## src/rtl/vga_plot_arbiter.sv

```systemverilog
// vga_plot_arbiter
// Round-robin arbiter that shares one VGA pixel port among N pixel-drawing
// requesters. Each grant produces a one-cycle plot pulse followed by at least
// GAP idle cycles, so a downstream VGA monitor never misses a pixel.
//
// Ports
//   CLOCK_50   in   1      system clock, rising edge
//   Resetn     in   1      asynchronous active-low reset
//   req        in   N      per-requester pixel request, held until ack
//   req_x      in   10*N   requester i column at [10*i +: 10]
//   req_y      in   9*N    requester i row at [9*i +: 9]
//   req_color  in   3*N    requester i colour at [3*i +: 3]
//   ack        out  N      one-hot grant pulse, coincident with plot
//   VGA_X      out  10     registered column of the current pixel
//   VGA_Y      out  9      registered row
//   VGA_COLOR  out  3      registered colour
//   plot       out  1      one-cycle pixel strobe
//   busy       out  1      high whenever the arbiter is not idle
`timescale 1ns/1ps

module vga_plot_arbiter #(
  parameter int unsigned N   = 4,
  parameter int unsigned GAP = 2
) (
  input  logic              CLOCK_50,
  input  logic              Resetn,
  input  logic [N-1:0]      req,
  input  logic [10*N-1:0]   req_x,
  input  logic [9*N-1:0]    req_y,
  input  logic [3*N-1:0]    req_color,
  output logic [N-1:0]      ack,
  output logic [9:0]        VGA_X,
  output logic [8:0]        VGA_Y,
  output logic [2:0]        VGA_COLOR,
  output logic              plot,
  output logic              busy
);

  localparam int unsigned PTR_W    = (N > 1) ? $clog2(N) : 1;
  localparam int unsigned CNT_W    = 4;
  localparam int unsigned GAP_LOAD = (GAP > 0) ? GAP - 1 : 0;

  typedef enum logic [1:0] {
    S_IDLE = 2'd0,
    S_PLOT = 2'd1,
    S_GAP  = 2'd2
  } state_e;

  typedef struct packed {
    logic [9:0] x;
    logic [8:0] y;
    logic [2:0] color;
  } pixel_t;

  // Reject out-of-range parameterisations at elaboration time.
  if (N < 2 || N > 8) begin : g_bad_n
    $error("vga_plot_arbiter: N must be in 2..8");
  end
  if (GAP > 15) begin : g_bad_gap
    $error("vga_plot_arbiter: GAP must be in 0..15");
  end

  state_e             state_q, state_d;
  logic [CNT_W-1:0]   cnt_q,   cnt_d;
  logic [PTR_W-1:0]   last_q,  last_d;
  pixel_t             pix_q,   pix_d;
  logic [N-1:0]       ack_q,   ack_d;
  logic               plot_q,  plot_d;
  logic               busy_q,  busy_d;

  logic               found_c;
  logic [PTR_W-1:0]   win_c;
  pixel_t             sel_c;

  // Round-robin pick: search last+1, last+2, ... (mod N); first hit wins.
  always_comb begin
    found_c = 1'b0;
    win_c   = '0;
    for (int unsigned off = 1; off <= N; off++) begin
      for (int unsigned i = 0; i < N; i++) begin
        if (!found_c && req[i] && (((32'(last_q) + off) % N) == i)) begin
          found_c = 1'b1;
          win_c   = PTR_W'(i);
        end
      end
    end
  end

  // Gather the winner's pixel slices.
  always_comb begin
    sel_c = '0;
    for (int unsigned i = 0; i < N; i++) begin
      if (win_c == PTR_W'(i)) begin
        sel_c.x     = req_x[10*i +: 10];
        sel_c.y     = req_y[9*i +: 9];
        sel_c.color = req_color[3*i +: 3];
      end
    end
  end

  // Next-state and registered-output logic.
  always_comb begin
    state_d = state_q;
    cnt_d   = cnt_q;
    last_d  = last_q;
    pix_d   = pix_q;
    ack_d   = '0;
    plot_d  = 1'b0;

    case (state_q)
      S_IDLE: begin
        if (found_c) begin
          pix_d   = sel_c;
          ack_d   = {{(N-1){1'b0}}, 1'b1} << win_c;
          plot_d  = 1'b1;
          last_d  = win_c;
          state_d = S_PLOT;
        end
      end
      S_PLOT: begin
        if (GAP == 0) begin
          state_d = S_IDLE;
        end else begin
          cnt_d   = CNT_W'(GAP_LOAD);
          state_d = S_GAP;
        end
      end
      S_GAP: begin
        // Requests are deliberately ignored here; they wait for IDLE.
        if (cnt_q == '0) begin
          state_d = S_IDLE;
        end else begin
          cnt_d = cnt_q - CNT_W'(1);
        end
      end
      default: begin
        state_d = S_IDLE;
      end
    endcase

    busy_d = (state_d != S_IDLE);
  end

  // State and output registers; reset clears outputs immediately.
  always_ff @(posedge CLOCK_50 or negedge Resetn) begin
    if (!Resetn) begin
      state_q <= S_IDLE;
      cnt_q   <= '0;
      last_q  <= PTR_W'(N - 1);
      pix_q   <= '0;
      ack_q   <= '0;
      plot_q  <= 1'b0;
      busy_q  <= 1'b0;
    end else begin
      state_q <= state_d;
      cnt_q   <= cnt_d;
      last_q  <= last_d;
      pix_q   <= pix_d;
      ack_q   <= ack_d;
      plot_q  <= plot_d;
      busy_q  <= busy_d;
    end
  end

  assign ack       = ack_q;
  assign VGA_X     = pix_q.x;
  assign VGA_Y     = pix_q.y;
  assign VGA_COLOR = pix_q.color;
  assign plot      = plot_q;
  assign busy      = busy_q;

endmodule

```

## config.mk

```make
export PLATFORM = sky130hd
export DESIGN_NAME = vga_plot_arbiter
export DESIGN_NICKNAME = d
export VERILOG_FILES = /design/src/rtl/vga_plot_arbiter.sv
export SDC_FILE = /design/constraint.sdc
export NUM_CORES = 1
export LEC_CHECK = 0
export CAP_MARGIN = 20
export CORE_ASPECT_RATIO = 1.2
export CORE_MARGIN = 1.5
export CORE_UTILIZATION = 41
export CTS_BUF_LIST = sky130_fd_sc_hd__clkbuf_8
export CTS_CLUSTER_SIZE = 30
export DETAILED_ROUTE_END_ITERATION = 16
export GPL_TIMING_DRIVEN = 0
export PLACE_DENSITY = 0.83
export SLEW_MARGIN = 40
export SYNTH_ARGS = -nofsm -noshare
export SYNTH_HDL_FRONTEND = slang
export SYNTH_SLANG_ARGS = --single-unit
```

## constraint.sdc

```tcl
create_clock -name CLOCK_50 -period 2.8 [get_ports CLOCK_50]
set_clock_uncertainty 0.1 [all_clocks]
set_input_delay 0.7 -clock CLOCK_50 [delete_from_list [all_inputs] [get_ports CLOCK_50]]
set_output_delay 0.7 -clock CLOCK_50 [all_outputs]
set_load 0.005 [all_outputs]
```

# After elaboration in Yosys (flattened, before gate mapping)
# Index checks and enable logic that the tools add are counted.
# word_totals
ff_bits	36
in_bits	94
output_inout_bits	28
elab_cells	134
# classes
addsub	5
eq_ne	18
n_shift	1
n_mux	44
reduce_logical	57
# op_table
operator	count
logical NOT 32 bit	4
2-to-1 mux 22 bit	4
2-to-1 mux 2 bit	16
logical AND 1 bit	31
== test 2 bit, second input constant	11
2-to-1 mux 1 bit	19
logical NOT 1 bit	15
== test 2 x 1 -> 1 bit, second input constant	6
2-to-1 mux 4 bit	3
case mux 4 bit (2 select lines)	1
case mux 2 bit (3 select lines)	1
adder 2 x 1 -> 2 bit, second input constant	2
adder 2 bit, second input constant	2
logical NOT 2 bit	2
logical NOT 4 bit	1
AND reduction 2 bit	2
nonzero test 2 bit	2
<< shifter 1 x 2 -> 4 bit, first input constant	1
subtractor 4 x 1 -> 4 bit, second input constant	1
!= test 2 bit, second input constant	1

# Depth between registers and ports, before layout
# depth
ltp_word	69
depth_mapped	8
mapped_depth_nobuf	6

# Worst setup path after synthesis
# Ideal clock, no wire load.
# synth_timing
path_type	input to register
start	input req[2]
end	register pix_q, in the netlist VGA_X[5]
setup_time_ps	131
arrival_ps	1885
required_ps	2569
setup_slack_ps	683
path_stages	8
n_path_buf	3
path_cell_list	buf_2 > nor2_1 > a221oi_1 > nor2b_1 > buf_2 > buf_2 > a221oi_2 > o32ai_1
# synth_via
elab_chain_len	60
word_cells_on_any_way	78
classes_between	3 x eq/ne; 32 x mux; 43 x reduce/logical
# synth_rtl
element	line	source
start, declared	27	input logic [N-1:0] req,
logical AND 1 bit (2 in a row)	81	if (!found_c && req[i] && (((32'(last_q) + off) % N) == i)) begin
2-to-1 mux 1 bit	81	
logical NOT 1 bit	81	
logical AND 1 bit (2 in a row)	81	
2-to-1 mux 1 bit	81	
logical NOT 1 bit	81	
logical AND 1 bit (2 in a row)	81	
2-to-1 mux 1 bit	81	
[... 36 more ...]	n/a	
logical NOT 1 bit	81	
logical AND 1 bit (2 in a row)	81	
2-to-1 mux 1 bit	81	
logical NOT 1 bit	81	
logical AND 1 bit (2 in a row)	81	
2-to-1 mux 2 bit	81	
logical NOT 2 bit	93	if (win_c == PTR_W'(i)) begin
2-to-1 mux 22 bit (4 in a row)	93	
end signal, assigned	158	pix_q <= pix_d;
end, declared	66	pixel_t pix_q, pix_d;
# Parallel ways exist; a longest one is shown, timed or not.
# A chain may end at the register's enable or synchronous reset.

# Worst setup path in the final report
# layout_timing
start	input req[3]
end	register pix_q, in the netlist VGA_Y[5]
# layout_via
elab_chain_len	56
word_cells_on_any_way	73
classes_between	3 x eq/ne; 30 x mux; 40 x reduce/logical
# layout_rtl
element	line
logical AND 1 bit (2 in a row)	81
2-to-1 mux 1 bit	81
logical NOT 1 bit	81
logical AND 1 bit (2 in a row)	81
2-to-1 mux 1 bit	81
logical NOT 1 bit	81
logical AND 1 bit (2 in a row)	81
2-to-1 mux 1 bit	81
[... 32 more ...]	n/a
logical NOT 1 bit	81
logical AND 1 bit (2 in a row)	81
2-to-1 mux 1 bit	81
logical NOT 1 bit	81
logical AND 1 bit (2 in a row)	81
2-to-1 mux 2 bit	81
logical NOT 2 bit	93
2-to-1 mux 22 bit (4 in a row)	93
# Parallel ways exist; a longest one is shown, timed or not.

==> results.py <==
metrics = {
    "cts": {
        "path_clk_slew_ps": 80,
        "cts.sinks": 36,
        "max-clock-path-buffers": 2,
        "clk_latency_ps": 290,
        "cts_root_buffer": "clkbuf_8",
        "ctsHoldBuffers": 0,
        "cts_tree": "yes",
        "cts_buffers": 5,
        "cts_max_level": 2,
    },
    "place": {
        "dp_cells": 429,
        "place_congestion": 0.8137,
        "dp_slack_ps": -198.6,
        "port-buffer-count": 120,
        "dp_hpwl_mm": 5.850,
    },
    "cells_and_area": {
        "nFillCells": 426,
        "final_nets": 469,
        "layout-drive-gt1-share": 0.1333,
        "final-seq-area_um2": 903.4,
        "area_growth_syn_to_layout_pct": 61.19,
        "utilization": 0.6908,
        "multi_input_area_um2": 1245,
        "n_antenna_cell": 0,
        "stdcell_count": 437,
    },
    "worst_setup_path": {
        "start_kind": "input pin",
        "reg2reg_slack_ps": 530,
        "endpoint_kind": "flop",
        "r2r_cells": 8,
        "required_ps": 2900,
        "worstReg2RegStart": "last_q[1]",
        "critPathKind": "input pin to flop",
        "crit_arrival_ps": 2720,
        "r2r_end": "VGA_X[5]",
        "path_max_fanout": 10,
    },
    "synthesis": {
        "netlist.area_leader.share": 0.3722,
        "syn_inst": 246,
        "synth.most_common_cell": "dfrtp_1",
        "synth_top_area_cell": "dfrtp_1",
        "synth.area.top_cells": "dfrtp_1 37%, o32ai_1 6.1%, a21oi_1 5.9%, o22ai_1 4.9%, nor2_1 4.8%",
        "yosysWarningCount": 0,
        "async_flop_share": 1.000,
        "synth_common_cells": "34 x dfrtp_1, 29 x nor2_1, 27 x a21oi_1",
        "synth_ff_type": "dfrtp_1",
        "ys_seq_area_frac": 0.3952,
        "synth_area_per_cell_um2": 9.292,
        "syn-cell-area_um2": 2286,
        "synth_edf_count": 0,
        "synth.ff_latch_count": 36,
        "syn_nets": 341,
        "synthDistinctLibCells": 46,
    },
    "floorplanning": {
        "die_y_um": 84.80,
        "design.core.area_um2": 5334,
        "row_count": 29,
        "start_util": 0.4286,
        "io_pins": 122,
        "dieArea_um2": 6034,
        "die_w_um": 71.17,
    },
    "drt": {
        "vias": 2611,
        "drtIter0Drc": 141,
        "ant_nets": 0,
        "drt-vias-per-instance": 5.975,
        "firstDrtPassIters": 5,
        "wirelength_mm": 7.835,
        "post_drt_wl_per_cell_um": 17.93,
        "drc": 0,
    },
    "sta": {
        "rsz0062_at_grt": "no",
        "setup_violations": 0,
        "worst_slew_pin_slew_ps": 505.6,
        "fin_crit_sh": 0.9366,
        "layout_setup_ws_ps": 177.6,
        "maxSlewHeadroom": 0.6629,
        "min_period_ps": 2622,
        "fmax_mhz": 381.3,
        "slew_violations": 0,
        "hold_viol_final": 0,
        "finalSetupTns_ps": 0,
    },
    "global_routing": {
        "grt_use_total": 0.2660,
        "grt_pass1_vias": 2672,
        "grt_max_degree": 20,
        "grt_overflow": 0,
        "antenna_found_initial": 0,
        "grt_pass1_wl_mm": 12.72,
    },
    "pwr": {
        "power_density_nw_per_um2": 938.2,
        "peakVddDrop_uv": 609.5,
        "cellLeakagePower_nw": 1.440,
    },
    "flow_run": {
        "max_cap_violations": 0,
    },
    "worst_hold_path": {
        "hold_path_class": "input pin to async pin",
    },
    "run_status": {
        "outcome": "finished, final reports clean",
    },
}
[critical path, cell delays in order]
cell	delay, ps
clkdlybuf4s50_1	560
nor2b_1	210
o21a_1	190
nor3_2	380
buf_2	320
a21oi_1	110
o32ai_1	240
[cell families after synthesis]
group	Yosys count	share of synthesized area
mux	2	0.009305
fa+ha+maj	1	0.005473
simple gates	71	0.1560
flops	36	0.3952
compound gates	107	0.3728
buf+inv	29	0.06130
[worst max path at each step]
stage	start	to	slack, ps	cells past startpoint
floorplan	req[2]	VGA_X[5]	680	8
global placement	req[1]	VGA_X[5]	-180	9
detailed placement	req[1]	VGA_X[5]	-200	9
CTS	req[1]	VGA_X[5]	100	9
global route	req[3]	VGA_X[9]	8	8
finish	req[3]	VGA_Y[5]	180	7
[through the flow]
stage / hold WS [ps] / total power, W / cell area (um^2)
2_1_floorplan: 304.4 / 0.002171 / 2286
3_3_place_gp: 363.4 / 0.002988 / 3565
3_5_place_dp: 381.3 / 0.003052 / 3587
4_1_cts: 275.5 / 0.003449 / 3680
5_1_grt: 288.1 / 0.003714 / 3685
6_report: 261.4 / 0.003457 / 3685
[power by group]
group / total (W) / internal, W / switching (W) / leakage [nW]
Sequential: 0.000949 / 0.000774 / 0.000175 / 0.421
Clock: 0.000391 / 0.000196 / 0.000195 / 0.0510
Combinational: 0.00212 / 0.00104 / 0.00107 / 0.968
[metal layers]
layer  routed length, um  GRT usage  up-vias
met5                   0          0        -
met4                 136    0.08919        0
met3                 674    0.06723       12
met2                3988     0.4444      138
met1                3037     0.3326     1240
li1                    -          -     1221
[sequential cells by signal, indices dropped and copies added, names as in the netlist]
signal and count:
last_q 2, plot 1, VGA_X 10, VGA_COLOR 3, state_q 2, busy 1
cnt_q 4, VGA_Y 9, ack 4
[repair_timing]
action / CTS / global route
setup endpoints to repair: 0 / 20
buffers inserted: 0 / 0
gates resized for setup: 0 / 5
[layout make-up]
class,instances,area share
Sequential cell,36,0.2452
Inverter,6,0.006112
Buffer,23,0.03260
Clock buffer,6,0.02241
Tap cell,62,0.02105
Timing Repair Buffer,121,0.3321
Multi-Input combinational cell,181,0.3379
Clock inverter,2,0.002716
[placed cells by master, fill, tap and decap left out, types with 2 or more instances in the layout]
master / count
clkdlybuf4s50_1: 119
dfrtp_1: 34
nor2_1: 29
a21oi_1: 27
o22ai_1: 18
buf_2: 17
o32ai_1: 16
nand2_1: 12
a221oi_1: 12
nor2b_1: 9
a221oi_2: 7
clkbuf_8: 6
inv_1: 5
o21ai_0: 5
nand2b_1: 5
nor3_1: 4
o2bb2ai_1: 4
a211oi_1: 4
o41ai_1: 3
clkbuf_1: 2
nor4_1: 2
clkbuf_2: 2
a32oi_1: 2
clkinv_2: 2
dfstp_2: 2
Note: power is estimated with default switching activity, not from simulation.
